<file path="config.mk">
export PLATFORM = sky130hd
export DESIGN_NAME = hazard_ctrl_unit
export DESIGN_NICKNAME = d
export VERILOG_FILES = /design/src/rtl/hazard_ctrl_pkg.sv /design/src/rtl/hazard_ctrl_unit_fwd_match.sv /design/src/rtl/hazard_ctrl_unit.sv
export SDC_FILE = /design/constraint.sdc
export NUM_CORES = 1
export LEC_CHECK = 0
export BUFFER_PORTS_ARGS = -buffer_cell sky130_fd_sc_hd__buf_2
export CORE_MARGIN = 10
export CORE_UTILIZATION = 46
export CTS_CLUSTER_SIZE = 16
export DETAILED_ROUTE_END_ITERATION = 10
export PLACE_DENSITY_LB_ADDON = 0.2
export SLEW_MARGIN = 25
export SYNTH_ARGS = -nofsm -noshare
export SYNTH_HDL_FRONTEND = slang
export SYNTH_SLANG_ARGS = --single-unit
</file>
<file path="constraint.sdc">
create_clock -name clk -period 1.93 [get_ports clk]
set_input_delay 0.193 -clock clk [delete_from_list [all_inputs] [get_ports clk]]
set_output_delay 0.193 -clock clk [all_outputs]
set_load 0.01 [all_outputs]
</file>
<file path="src/rtl/hazard_ctrl_pkg.sv">
// Shared definitions for the X-stage control / hazard unit.
// Holds the RV32I opcode and funct3 encodings the unit decodes, the canonical
// NOP word, the PC_sel and forwarding-select encodings, the per-stage tracker
// record and small opcode-classification helpers.
package hazard_ctrl_pkg;

  localparam logic [6:0] OPC_LUI    = 7'b0110111;
  localparam logic [6:0] OPC_AUIPC  = 7'b0010111;
  localparam logic [6:0] OPC_JAL    = 7'b1101111;
  localparam logic [6:0] OPC_JALR   = 7'b1100111;
  localparam logic [6:0] OPC_BRANCH = 7'b1100011;
  localparam logic [6:0] OPC_LOAD   = 7'b0000011;
  localparam logic [6:0] OPC_STORE  = 7'b0100011;
  localparam logic [6:0] OPC_ITYPE  = 7'b0010011;
  localparam logic [6:0] OPC_RTYPE  = 7'b0110011;

  localparam logic [2:0] F3_BEQ  = 3'b000;
  localparam logic [2:0] F3_BNE  = 3'b001;
  localparam logic [2:0] F3_BLT  = 3'b100;
  localparam logic [2:0] F3_BGE  = 3'b101;
  localparam logic [2:0] F3_BLTU = 3'b110;
  localparam logic [2:0] F3_BGEU = 3'b111;

  // addi x0, x0, 0
  localparam logic [31:0] INSTR_NOP = 32'h0000_0013;

  localparam logic [1:0] PCSEL_PC4  = 2'd0;
  localparam logic [1:0] PCSEL_ALU  = 2'd1;
  localparam logic [1:0] PCSEL_RST  = 2'd2;
  localparam logic [1:0] PCSEL_HOLD = 2'd3;

  // Forwarding select: 0 = register file, k = tracked stage k (1 = M, 2 = W).
  localparam int FWD_REGFILE = 0;

  typedef struct packed {
    logic       valid;
    logic [4:0] rd;
    logic       wen;
    logic       is_load;
  } trk_t;

  function automatic logic uses_rs1(input logic [6:0] opc);
    return !(opc == OPC_LUI || opc == OPC_AUIPC || opc == OPC_JAL);
  endfunction

  function automatic logic uses_rs2(input logic [6:0] opc);
    return (opc == OPC_RTYPE || opc == OPC_STORE || opc == OPC_BRANCH);
  endfunction

  function automatic logic writes_rd(input logic [6:0] opc);
    return !(opc == OPC_BRANCH || opc == OPC_STORE);
  endfunction

endpackage

</file>
<file path="src/rtl/hazard_ctrl_unit_fwd_match.sv">
// Priority match of one source register against the tracked later stages.
// Ports:
//   rs    in  5           source register index
//   use_rs in 1           instruction actually reads this source
//   cand  in  FWD_STAGES  per stage: entry valid and writes rd
//   rd    in  FWD_STAGES x 5  per stage destination register
//   sel   out FW          0 = register file, k = youngest matching stage k
module hazard_fwd_match
  import hazard_ctrl_pkg::*;
#(
  parameter int FWD_STAGES = 2,
  parameter int FW         = $clog2(FWD_STAGES + 1)
) (
  input  logic [4:0]                  rs,
  input  logic                        use_rs,
  input  logic [FWD_STAGES-1:0]       cand,
  input  logic [FWD_STAGES-1:0][4:0]  rd,
  output logic [FW-1:0]               sel
);

  // Scan oldest to youngest so the youngest (smallest k) match wins.
  always_comb begin
    sel = FW'(FWD_REGFILE);
    if (use_rs && rs != 5'd0) begin
      for (int k = FWD_STAGES - 1; k >= 0; k--) begin
        if (cand[k] && rd[k] == rs) begin
          sel = FW'(k + 1);
        end
      end
    end
  end

endmodule

</file>
<file path="src/rtl/hazard_ctrl_unit.sv">
// X-stage decode, forwarding, load-use stall, redirect/kill and reset hold.
// Ports:
//   clk, rst_n        clock, asynchronous active-low reset
//   instr_X           instruction currently in X
//   BrEq, BrLT        branch comparator results
//   fw_RS1, fw_RS2    operand source selects (0 regfile, k = stage k)
//   BrUn              unsigned compare for BLTU/BGEU
//   RegWEn, MemRW     X writes rd / X is a store (only when X is live)
//   PC_sel            0 PC+4, 1 ALU target, 2 reset vector, 3 hold
//   stall             load-use bubble
//   NOP               X is killed (wrong path or reset hold)
module hazard_ctrl_unit
  import hazard_ctrl_pkg::*;
#(
  parameter int XLEN       = 32,
  parameter int FWD_STAGES = 2,
  parameter int RST_HOLD   = 2,
  parameter int FW         = $clog2(FWD_STAGES + 1)
) (
  input  logic            clk,
  input  logic            rst_n,
  input  logic [XLEN-1:0] instr_X,
  input  logic            BrEq,
  input  logic            BrLT,
  output logic [FW-1:0]   fw_RS1,
  output logic [FW-1:0]   fw_RS2,
  output logic            BrUn,
  output logic            RegWEn,
  output logic            MemRW,
  output logic [1:0]      PC_sel,
  output logic            stall,
  output logic            NOP
);

  localparam int HW = $clog2(RST_HOLD + 1);

  logic [6:0] opc;
  logic [4:0] rd, rs1, rs2;
  logic [2:0] funct3;
  logic       use1, use2, is_nop_word, hold, vx, taken, ld_hit;
  logic [HW-1:0] hold_cnt_reg;
  logic       kill_reg;
  trk_t       stage1_next;
  trk_t [FWD_STAGES-1:0]      trk_vec;
  logic [FWD_STAGES-1:0]      cand_vec;
  logic [FWD_STAGES-1:0][4:0] rd_vec;
  logic       unused_last_load;

  assign opc         = instr_X[6:0];
  assign rd          = instr_X[11:7];
  assign funct3      = instr_X[14:12];
  assign rs1         = instr_X[19:15];
  assign rs2         = instr_X[24:20];
  assign use1        = uses_rs1(opc);
  assign use2        = uses_rs2(opc);
  assign is_nop_word = (instr_X == XLEN'(INSTR_NOP));

  assign hold = (hold_cnt_reg != '0);
  assign NOP  = hold | kill_reg;

  // A load one stage ahead cannot forward in time; hold X for one cycle.
  assign ld_hit = trk_vec[0].valid & trk_vec[0].is_load &
                  ((use1 & (rs1 != 5'd0) & (trk_vec[0].rd == rs1)) |
                   (use2 & (rs2 != 5'd0) & (trk_vec[0].rd == rs2)));
  assign stall  = ~NOP & ld_hit;

  assign vx     = ~NOP & ~stall & ~is_nop_word;
  assign RegWEn = vx & writes_rd(opc);
  assign MemRW  = vx & (opc == OPC_STORE);
  assign BrUn   = (opc == OPC_BRANCH) & (funct3 == F3_BLTU || funct3 == F3_BGEU);

  always_comb begin
    taken = 1'b0;
    case (opc)
      OPC_BRANCH: begin
        case (funct3)
          F3_BEQ:           taken = BrEq;
          F3_BNE:           taken = ~BrEq;
          F3_BLT, F3_BLTU:  taken = BrLT;
          F3_BGE, F3_BGEU:  taken = ~BrLT;
          default:          taken = 1'b0;
        endcase
      end
      OPC_JAL, OPC_JALR: taken = 1'b1;
      default:           taken = 1'b0;
    endcase
  end

  // A killed slot never redirects, which also blocks back-to-back redirects.
  always_comb begin
    if (hold)          PC_sel = PCSEL_RST;
    else if (kill_reg) PC_sel = PCSEL_PC4;
    else if (stall)    PC_sel = PCSEL_HOLD;
    else if (taken)    PC_sel = PCSEL_ALU;
    else               PC_sel = PCSEL_PC4;
  end

  always_comb begin
    stage1_next         = '0;
    stage1_next.valid   = vx;
    stage1_next.rd      = rd;
    stage1_next.wen     = writes_rd(opc);
    stage1_next.is_load = (opc == OPC_LOAD);
  end

  // Stage tracker: stage 1 takes X (a bubble when stalled/killed), every
  // older stage takes its younger neighbour unconditionally.
  for (genvar gi = 0; gi < FWD_STAGES; gi++) begin : g_stage
    trk_t ent_reg;
    trk_t ent_next;
    if (gi == 0) begin : g_head
      assign ent_next = stage1_next;
    end else begin : g_tail
      assign ent_next = trk_vec[gi-1];
    end
    always_ff @(posedge clk or negedge rst_n) begin
      if (!rst_n) ent_reg <= '0;
      else        ent_reg <= ent_next;
    end
    assign trk_vec[gi]  = ent_reg;
    assign cand_vec[gi] = ent_reg.valid & ent_reg.wen;
    assign rd_vec[gi]   = ent_reg.rd;
  end

  // The oldest stage's load flag has no consumer.
  assign unused_last_load = trk_vec[FWD_STAGES-1].is_load;

  always_ff @(posedge clk or negedge rst_n) begin
    if (!rst_n) begin
      hold_cnt_reg <= HW'(RST_HOLD);
      kill_reg     <= 1'b0;
    end else begin
      if (hold) hold_cnt_reg <= hold_cnt_reg - 1'b1;
      kill_reg <= (PC_sel == PCSEL_ALU);
    end
  end

  hazard_fwd_match #(.FWD_STAGES(FWD_STAGES), .FW(FW)) u_fwd_rs1 (
    .rs     (rs1),
    .use_rs (use1),
    .cand   (cand_vec),
    .rd     (rd_vec),
    .sel    (fw_RS1)
  );

  hazard_fwd_match #(.FWD_STAGES(FWD_STAGES), .FW(FW)) u_fwd_rs2 (
    .rs     (rs2),
    .use_rs (use2),
    .cand   (cand_vec),
    .rd     (rd_vec),
    .sel    (fw_RS2)
  );

endmodule

</file>
# Word-level counts from Yosys, hierarchy flattened
# Index checks and enable logic that the tools add are counted.
[totals]
elab_cells = 83
output_inout_bits = 11
reg_bits = 18
in_bits = 36
[op_classes]
eq_ne = 19
n_reduce_logical = 21
add_sub_neg = 1
muxes = 12
n_bitwise = 21
[ops]
columns = ["op", "count"]
rows = [
  ["equality test 32 x 5 -> 1 bit, second input constant", 1],
  ["equality test 7 x 6 -> 1 bit, second input constant", 3],
  ["equality test 7 bit, second input constant", 3],
  ["equality test 5 bit", 4],
  ["two-way mux 2 bit", 9],
  ["AND 1 bit", 14],
  ["equality test 3 bit, second input constant", 4],
  ["nonzero test 5 bit", 2],
  ["equality test 7 x 2 -> 1 bit, second input constant", 1],
  ["equality test 7 x 5 -> 1 bit, second input constant", 1],
  ["logical AND 1 bit", 6],
  ["logical OR 1 bit", 6],
  ["OR reduction 2 bit", 3],
  ["inverter 1 bit", 5],
  ["one-hot mux 1 bit (4 select lines)", 1],
  ["equality test 3 x 1 -> 1 bit, second input constant", 1],
  ["logical NOT 3 bit", 1],
  ["equality test 2 x 1 -> 1 bit, second input constant", 1],
  ["logical NOT 1 bit", 2],
  ["OR 1 bit", 2],
  ["one-hot mux 1 bit (2 select lines)", 1],
  ["nonzero test 2 bit", 1],
  ["subtractor 2 x 1 -> 2 bit, second input constant", 1],
  ["two-way mux 1 bit", 1],
]

# Logic depth before layout (Yosys ltp)
# Gate-level depths: netlist (run 1).
[depth]
word_depth = 13
mapped_depth = 5
ltp_nobuf = 5

# Modules after synthesis
# From an unflattened synthesis (run 1), not the netlist that was laid out.
[hier_totals]
hier_cells = 123
hier_area_um2 = 1214.9
[modules_own_cells]
columns = ["module", "area_per_inst_um2", "n_inst", "seq_area_each_um2", "cells_each"]
rows = [
  ["hazard_ctrl_unit", 922.1, 1, 451.7, 87],
  ["hazard_fwd_match", 146.4, 2, 0.0, 18],
]

# Worst setup path after synthesis (run 1)
# No wires, ideal clock.
[synth_path]
path_type = "input to output"
from = "in instr_X[20]"
to = "out MemRW"
n_path_buf = 0
arrival_ps = 1558
path_slack_ps = 179
path_stages = 5
path_cell_list = "or4_4 -> o211ai_2 -> or3_1 -> a21oi_2 -> nor4_1"
[synth_via]
elab_chain_cells = 10
word_cells_on_any_way = 13
classes_between = "2 x eq/ne; 10 x bitwise; 1 x reduce/logical"
[synth_rtl]
columns = ["item", "line", "rtl"]
rows = [
  ["from (decl)", "hazard_ctrl_unit.sv:22", "input logic [XLEN-1:0] instr_X,"],
  ["nonzero test 5 bit", "hazard_ctrl_unit.sv:64", "(use2 & (rs2 != 5'd0) & (trk_vec[0].rd == rs2)));"],
  ["AND 1 bit (2 in series)", "hazard_ctrl_unit.sv:64", ""],
  ["OR 1 bit", "hazard_ctrl_unit.sv:63", "((use1 & (rs1 != 5'd0) & (trk_vec[0].rd == rs1)) |"],
  ["AND 1 bit", "hazard_ctrl_unit.sv:62", "assign ld_hit = trk_vec[0].valid & trk_vec[0].is_load &"],
  ["AND 1 bit", "hazard_ctrl_unit.sv:65", "assign stall = ~NOP & ld_hit;"],
  ["inverter 1 bit", "hazard_ctrl_unit.sv:67", "assign vx = ~NOP & ~stall & ~is_nop_word;"],
  ["AND 1 bit", "hazard_ctrl_unit.sv:67", ""],
  ["AND 1 bit (*)", "hazard_ctrl_unit.sv:67", ""],
  ["AND 1 bit (*)", "hazard_ctrl_unit.sv:69", "assign MemRW = vx & (opc == OPC_STORE);"],
  ["to (decl)", "hazard_ctrl_unit.sv:29", "output logic MemRW,"],
]
# Every way passes the cells marked *; elsewhere a longest branch is shown, timed or not.

# Worst setup path after layout (run 1)
[layout_path]
from = "reg g_stage[0].ent_reg[5] (netlist name)"
to = "out PC_sel[0]"
[layout_via]
elab_chain_cells = 8
word_cells_on_any_way = 10
classes_between = "2 x eq/ne; 3 x mux; 5 x bitwise"
[layout_rtl]
columns = ["item", "line", "rtl"]
rows = [
  ["from (decl)", "hazard_ctrl_unit.sv:109", "trk_t ent_reg;"],
  ["from (signal assigned)", "hazard_ctrl_unit.sv:118", "else ent_reg <= ent_next;"],
  ["equality test 5 bit (on tied branches)", "hazard_ctrl_unit.sv:63, hazard_ctrl_unit.sv:64", ""],
  ["AND 1 bit (on tied branches)", "hazard_ctrl_unit.sv:63, hazard_ctrl_unit.sv:64", ""],
  ["OR 1 bit (*)", "hazard_ctrl_unit.sv:63", ""],
  ["AND 1 bit (*)", "hazard_ctrl_unit.sv:62", ""],
  ["AND 1 bit (*)", "hazard_ctrl_unit.sv:65", ""],
  ["two-way mux 2 bit (*)", "hazard_ctrl_unit.sv:93", "else if (stall) PC_sel = PCSEL_HOLD;"],
  ["two-way mux 2 bit (*)", "hazard_ctrl_unit.sv:92", "else if (kill_reg) PC_sel = PCSEL_PC4;"],
  ["two-way mux 2 bit (*)", "hazard_ctrl_unit.sv:91", "if (hold) PC_sel = PCSEL_RST;"],
  ["to (decl)", "hazard_ctrl_unit.sv:30", "output logic [1:0] PC_sel,"],
]
# Marks and branches as above.

==> impl_results.md, run 1 <==
- Clock net sink count: 18
- Total congestion overflow: 0
- Clock Tree Buf Depth: 2
- Violated checks: setup timing
- F_max: between 400 and 500 MHz
- Initial Util: 0.4786
- Global-route wire length before repair: 4.802 mm
- Total GRT Usage: 0.1343
- Syn Nets: 142
- Max-cap viol count: 0
- Ys flop type: dfrtp_1
- Cell Area, Placed: 1344 sq um
- # fillers: 197
- Setup TNS: -0.4741 ns
- Worst Hold Class: in -> reg
- DIE WIDTH: 67.74 um
- Initial antenna violation count: 0
- Placer Congestion: 0.8017
- Ys async rst share: 1.000
- Row Count: 17
- Final instance area: ~1500 sq um
- Lkg Pwr: 0.0006661 uW
- Final Power: 794.0 uW
- CTS tree: done
- Vias in the first global route: approximately 1100
- Final worst slack: -0.1192 ns
- Die Area: 4589 sq um
- Mapped Cells: 105
- Commonest non-fill, non-tap cell in the layout: buf_2
- CTS buffer count: 3
- Met3 WL: 231 um
- ANT nets after route: 0
- WL met2: 1.449 mm
- Via density: about 5.4
- FF-to-FF setup slack: 0.45 ns
- WP data required: 1.74 ns
- Cell variety after synth: 31
- Area leader, netlist: dfrtp_1
- Top sig layer: met4
- Layout cell share with drive strength beyond 1: 0.4132
- Clock Pin Slew Worst Setup and Hold Paths: 0.10 ns
- Slew Viols, Final: 0
- CP endpoint kind: output port
- Die Span Y: 67.74 um
- Largest net degree at the start of global routing: 19
- Top-area cell type share of the netlist area: 0.4057
- WP data arrival: 1.86 ns
- Post-DR wirelength/cell: 15.38 um
- Post-DP HPWL: about 2.4 mm
- Pwr dens: approximately 540 nW/um^2
- Most frequent cells in the layout: buf_2, dfrtp_1, xnor2_1, xor2_1, nor2_1
- Worst IR Drop VDD: 0.0003469 V
- Initial DRC Count: 34
- Status: finished, violations left
- P&R area growth vs syn: 40.69%
- Post-Syn Area per Cell: between 9 and 10 sq um
- Minimum clock period: 2.049 ns
- Max FFs per register: 15
- Worst Skew: approximately 0.0014 ns
- Wl on met1: 1.251 mm
- Placed cell count: 183
- Skew-Pair Late Insertion Delay: 0.29 ns
- YS warnings: 0
- Htree depth: 1
- Dpl ws: -0.01579 ns
- CTS Root Cell: clkbuf_4
- DRC errors left: 0
- Routed WL: ~3.0 mm
- Sequential area share after synthesis: 0.4308
- Max_slew headroom: 0.7413
- Final std cells w/o fill: 195
- Largest cells by area after synthesis: dfrtp_1, xnor2_1, xor2_1
- Setup crit start kind: flop
- Multi-input logic area: 608.1 sq um
- Post-synth EDFFs: 0
- First-pass detailed-route iteration total: 4
- Crit share post-route: 1.062
- IO buf count: 46
- Setup CP Type: reg -> out
- DR vias: between 1000 and 1500
- Register area: between 400 and 500 sq um
- CP Max Fanout: 3
- Antenna diode count: 0
- RSZ-0062 raised after global routing: true
- Ports: between 40 and 50
- Final setup fails: 5
- Worst Max-Slew Pin Slew: 0.3881 ns
- #FFs+latches synth: 18
- Synthesized area: ~1000 sq um
- Core box area: around 2200 sq um
- Final Hold Viols: 0
- Post-layout net count: between 200 and 250
==> synthesized netlist by cell type (2+ instances only) <==
cell type and number:
a21o_1 2, dfrtp_1 17, inv_1 3, nand2_1 7
nand3_1 4, nand4_1 6, nor2_1 9, nor2b_1 2
nor3_1 4, nor4_1 6, nor4b_1 2, o21ai_0 3
or3_1 2, or4_4 2, xnor2_1 12, xor2_1 9
==> layer usage <==
layer,vias up,GRT usage
met1,489,0.1466
li1,513,-
met2,38,0.2300
met5,-,0
met4,0,0.06154
met3,6,0.04463
==> per-stage QoR <==
stage / utilization / hold slack [ns]
after floorplan: - / -0.1026
after global placement: 0.6134 / 0.1378
after detailed placement: 0.6134 / 0.1390
after CTS: 0.6493 / 0.009302
after global routing: 0.6733 / 0.007844
final: 0.6733 / 0.02082
==> worst paths after layout <==
path,depth (start not counted),startpoint,end
hold reg to reg,0,g_stage[0].ent_reg[1],g_stage[1].ent_reg[1]
max in group asynchronous,2,rst_n,hold_cnt_reg[1]
hold / removal,1,instr_X[7],g_stage[0].ent_reg[2]
setup / recovery,6,g_stage[0].ent_reg[5],PC_sel[0]
setup reg to reg,5,g_stage[0].ent_reg[5],kill_reg
min in group asynchronous,2,rst_n,g_stage[0].ent_reg[6]
==> what timing repair did <==
| action | in CTS | in global routing |
|---|---|---|
| gates resized for setup | 4 | 2 |
| setup buffers | 3 | 0 |
| hold buffers | 1 | 4 |
| gates cloned | 0 | 0 |
| setup endpoints to repair | 5 | 8 |
| pin swaps | 4 | 1 |
| hold endpoints to repair | 17 | 4 |
==> final cells by class <==
cell class | count | share of cell area
inverters | 3 | 0.007634
repair buffers | 58 | 0.2256
multi-input cells | 84 | 0.4122
well taps | 28 | 0.02375
clock buffers | 4 | 0.02460
flip-flops and latches | 18 | 0.3062
==> power by group <==
part | internal (uW) | total (uW) | switching, uW
Combinational | 82.7 | 162 | 79.0
Clock | 115 | 232 | 117
Sequential | 389 | 400 | 11.4
==> worst max-delay path, cell delays in order (launching register included) <==
cell and delay [ns]:
dfrtp_1 0.43, xnor2_1 0.17, nand3_1 0.15, or3_4 0.36, a21o_1 0.19, o21ai_1 0.12, buf_2 0.14
==> cell families after synthesis <==
logic type	after synthesis	share of synthesized area
buffers and inverters	3	0.01074
and+or+nand+nor	50	0.2816
xor gates and xnor gates	21	0.1754
adders and majority gates	1	0.01193
AOI/OAI and AO/OA	12	0.08950
DFF	18	0.4308
Note: power is estimated with default switching activity, not from simulation.
==> run 2, diff against run 1 <==
clock period = 2.2 ns   (was 1.93 ns; I/O delays follow)
==> impl_results.md, run 2 (same netlist as run 1, synthesis figures left out) <==
- Status: completed
- Global-route wire length before repair: 4.574 mm
- Setup CP Type: reg -> out
- Placer Congestion: around 0.87
- Final Power: 675.9 uW
- Htree depth: 1
- Clock Tree Buf Depth: 2
- WP data required: 1.98 ns
- Largest net degree at the start of global routing: 19
- Clock net sink count: 18
- Ports: 47
- Clock Pin Slew Worst Setup and Hold Paths: 0.10 ns
- Antenna diode count: 0
- CP delay by family, top: simple AND/OR/NAND/NOR gates
- CTS tree: done
- WP data arrival: around 1.9 ns
- Worst Hold Class: in -> reg
- Layout cell share with drive strength beyond 1: 0.3949
- Setup crit start kind: flop
- Max_slew headroom: 0.7339
- ANT nets after route: 0
- Final setup fails: 0
- CTS buffer count: 3
- DRC errors left: 0
- DR vias: 988
- Worst Skew: 0.001992 ns
- Most frequent cells in the layout: buf_2, dfrtp_1, xnor2_1, xor2_1, nor2_1
- Initial DRC Count: 33
- Worst Max-Slew Pin Slew: around 0.4 ns
- CP endpoint kind: output port
- Crit share post-route: 0.9529
- Total congestion overflow: 0
- Lkg Pwr: 0.0006220 uW
- Routed WL: 2.844 mm
- Row Count: 17
- Minimum clock period: roughly 2.1 ns
- Post-layout net count: 195
- Initial antenna violation count: 0
- Slowest CP cell: dfrtp_1
- Die Area: 4589 sq um
- Max-cap viol count: 0
- Final Hold Viols: 0
- CP max stage delay: 0.42 ns
- Core box area: around 2200 sq um
- Post-DR wirelength/cell: 15.37 um
- Max FFs per register: 15
- CTS Root Cell: clkbuf_4
- Pwr dens: 489.7 nW/um^2
- Initial Util: 0.4786
- Via density: 5.341
- Final instance area: 1380 sq um
- P&R area growth vs syn: 31.62%
- DIE WIDTH: 67.74 um
- Die Span Y: between 60 and 70 um
- Commonest non-fill, non-tap cell in the layout: buf_2
- Final worst slack: 0.1036 ns
- Cell Area, Placed: around 1300 sq um
- Setup TNS: 0 ns
- Total GRT Usage: 0.1266
- CP Max Fanout: 3
- IO buf count: 46
- Worst IR Drop VDD: 0.0002964 V
- CP Cell Sequence: xnor2_1 > nand3_1 > or3_4 > a21o_1 > o21ai_0 > buf_2
- Dpl ws: 0.1781 ns
- F_max: 477.0 MHz
- Vias in the first global route: 1083
- First-pass detailed-route iteration total: 4
- Slew Viols, Final: 0
- RSZ-0062 raised after global routing: true
- Critical path buffer and inverter count: 1
- Post-DP HPWL: between 2 and 2.5 mm
- Skew-Pair Late Insertion Delay: 0.29 ns
==> run 2: changes by cell type in the layout (fill, tap and decap cells not counted) <==
cell / change
buf_4: -6
dlygate4sd3_1: -4
nor2b_1: -1
nor2b_2: +1
nor4_1: +1
nor4_2: -1
nor4b_1: +1
nor4b_2: -1
o21ai_0: +1
o21ai_1: -1
==> run 2: area by class of cell <==
| cell class | instances | area, sq um |
|---|---|---|
| Timing Repair Buffer | 48 | 247.7 |
| Clock buffer | 4 | 36.28 |
| Tap cell | 28 | 35.03 |
| Sequential cell | 18 | 451.7 |
| Inverter | 3 | 11.26 |
| Multi-Input combinational cell | 84 | 598.1 |
| Fill cell | 194 | 810.8 |
==> run 2: final timing paths <==
kind,startpoint,slack (ns),depth (start not counted),endpoint
setup / recovery,g_stage[0].ent_reg[5],0.10,6,PC_sel[1]
hold / removal,instr_X[8],0.05,1,g_stage[0].ent_reg[3]
setup reg to reg,g_stage[0].ent_reg[5],0.70,5,kill_reg
hold reg to reg,g_stage[0].ent_reg[1],0.42,0,g_stage[1].ent_reg[1]
max in group asynchronous,rst_n,1.48,2,hold_cnt_reg[1]
min in group asynchronous,rst_n,0.40,2,g_stage[0].ent_reg[5]
==> run 2: worst reg2reg max path, delay by kind of cell, from the launching register on <==
family	cells	cell delay [ns]
AOI/OAI and AO/OA	1	0.21
xor gates and xnor gates	1	0.16
DFF	1	0.42
and+or+nand+nor	3	0.61
==> run 2: per-layer routing <==
metal / share of wire / track usage / vias to the layer above
met4: 0.0074 / 0.04872 / 0
met2: 0.48 / 0.2171 / 38
met5: 0 / 0 / -
li1: - / - / 489
met1: 0.44 / 0.1486 / 459
met3: 0.068 / 0.02975 / 2
==> run 2: report_power, final <==
| part | internal [uW] | switching [uW] | total [uW] |
|---|---|---|---|
| Combinational | 60.8 | 63.4 | 124 |
| Sequential | 341 | 10.3 | 352 |
| Clock | 101 | 99.4 | 200 |
| Total | 503 | 173 | 676 |
==> run 2: per-stage QoR <==
step             util  std cells  hold WS, ns
6_report       0.6299        185      0.04797
5_1_grt        0.6299        185      0.02466
4_1_cts        0.6208        184      0.04412
3_5_place_dp   0.5997        179       0.1696
3_3_place_gp   0.5997        179       0.1619
2_1_floorplan       -        105     -0.07559
==> run 2: repair_timing <==
| item | 4_1_cts | 5_1_grt |
|---|---|---|
| endpoints found under the setup margin | 0 | 4 |
| setup buffers | 0 | 1 |
| resized for setup | 0 | 4 |
| hold buffers | 1 | 0 |
| hold endpoints to repair | 17 | 0 |
==> run 3, diff against run 2 <==
CTS_CLUSTER_SIZE = 20   (was 16)
RECOVER_POWER = 25   (was default)
==> impl_results.md, run 3 (same netlist as run 1, synthesis figures left out) <==
- Critical path buffer and inverter count: 1
- CTS Root Cell: clkbuf_4
- Via density: 5.341
- WP data required: 1.98 ns
- Vias in the first global route: 1083
- Initial DRC Count: 33
- Crit share post-route: 0.9529
- Max_slew headroom: 0.7339
- Die Span Y: 67.74 um
- Post-DR wirelength/cell: 15.37 um
- Die Area: approximately 4600 sq um
- Htree depth: 1
- Post-DP HPWL: 2.385 mm
- RSZ-0062 raised after global routing: true
- CP delay by family, top: simple AND/OR/NAND/NOR gates
- DR vias: 988
- Worst Hold Class: in -> reg
- CP max stage delay: 0.42 ns
- Minimum clock period: 2.096 ns
- Clock Tree Buf Depth: 2
- Clock Pin Slew Worst Setup and Hold Paths: approximately 0.10 ns
- DRC errors left: 0
- Worst Max-Slew Pin Slew: 0.3991 ns
- Total congestion overflow: 0
- Setup CP Type: reg -> out
- Lkg Pwr: 0.0006165 uW
- Total GRT Usage: 0.1266
- CTS buffer count: 3
- Initial antenna violation count: 0
- Final core occ: 0.6288
- Status: completed
- Post-layout net count: 195
- Clock net sink count: 18
- Slowest CP cell: dfrtp_1
- First-pass detailed-route iteration total: 4
- Setup crit start kind: flop
- DIE WIDTH: 67.74 um
- Worst Skew: 0.001992 ns
- WP data arrival: 1.88 ns
- Worst IR Drop VDD: roughly 0.00030 V
- IO buf count: 46
- P&R area growth vs syn: 31.38%
- Layout cell share with drive strength beyond 1: 0.3822
- Antenna diode count: 0
- Final setup fails: 0
- CP endpoint kind: output port
- Largest net degree at the start of global routing: 19
- Most frequent cells in the layout: buf_2, dfrtp_1, xnor2_1, xor2_1, nor2_1
- Placer Congestion: 0.8733
- Row Count: 17
- Routed WL: ~2.8 mm
- Pwr dens: 490.3 nW/um^2
- Final worst slack: slightly above 0.1 ns
- Slew Viols, Final: 0
- Max-cap viol count: 0
- Dpl ws: 0.1781 ns
- Max FFs per register: 15
- Core box area: approximately 2200 sq um
- Global-route wire length before repair: 4.574 mm
- CP Max Fanout: 3
- Worst hold margin: roughly 0.048 ns
- Commonest non-fill, non-tap cell in the layout: buf_2
- CTS tree: done
- Skew-Pair Late Insertion Delay: around 0.29 ns
- ANT nets after route: 0
- Final Hold Viols: 0
- Ports: 47
- Initial Util: 0.4786
- CP Cell Sequence: xnor2_1 > nand3_1 > or3_4 > a21o_1 > o21ai_0 > buf_2
- F_max: between 400 and 500 MHz
[run 3: changes by cell type in the layout (fill, tap and decap cells not counted), sizes merged]
| cell | before | now |
|---|---|---|
| clkbuf | 4 | 5 |
| buf | 47 | 46 |
[run 3: area by class of cell]
cell class              count  area [sq um]
multi-input cells          84         598.1
well taps                  28         35.03
clock buffers               4         36.28
flip-flops and latches     18         451.7
repair buffers             48         245.2
inverters                   3         11.26
fillers                   195         813.3
[run 3: metrics by stage]
step | TNS (ns) | instances | power, uW | cell area (sq um)
finish | 0 | 185 | 675.4 | 1378
CTS | 0 | 184 | 676.9 | 1360
floorplan | 0 | 105 | 410.3 | 1049
global placement | 0 | 179 | 472.6 | 1314
global route | -0.03266 | 185 | 714.8 | 1378
detailed placement | 0 | 179 | 477.2 | 1314
[run 3: metal layers]
metal / routed length (um) / up-vias / track usage
li1: - / 489 / -
met1: 1258 / 459 / 0.1486
met2: 1369 / 38 / 0.2171
met3: 193 / 2 / 0.02975
met4: 21 / 0 / 0.04872
met5: 0 / - / 0
[run 3: timing repair]
action                                  CTS  global route
endpoints found under the setup margin    0             4
hold buffers                              1             0
resized for setup                         0             4
endpoints found under the hold margin    17             0
buffers inserted                          0             1
[run 3: worst paths after layout]
check                                 startpoint                     to  slack (ns)  depth (start not counted)
max                        g_stage[0].ent_reg[5]              PC_sel[1]        0.10                          6
min                                   instr_X[8]  g_stage[0].ent_reg[3]        0.05                          1
max reg2reg                g_stage[0].ent_reg[5]               kill_reg        0.70                          5
min reg2reg                g_stage[0].ent_reg[1]  g_stage[1].ent_reg[1]        0.42                          0
max in group asynchronous                  rst_n        hold_cnt_reg[1]        1.48                          2
min in group asynchronous                  rst_n  g_stage[0].ent_reg[5]        0.40                          2
[run 3: report_power, final]
| group | switching (uW) | internal, uW | total [uW] |
|---|---|---|---|
| Clock | 99.4 | 101 | 200 |
| Sequential | 10.3 | 341 | 352 |
| Combinational | 63.4 | 60.3 | 124 |
| Total | 173 | 502 | 675 |
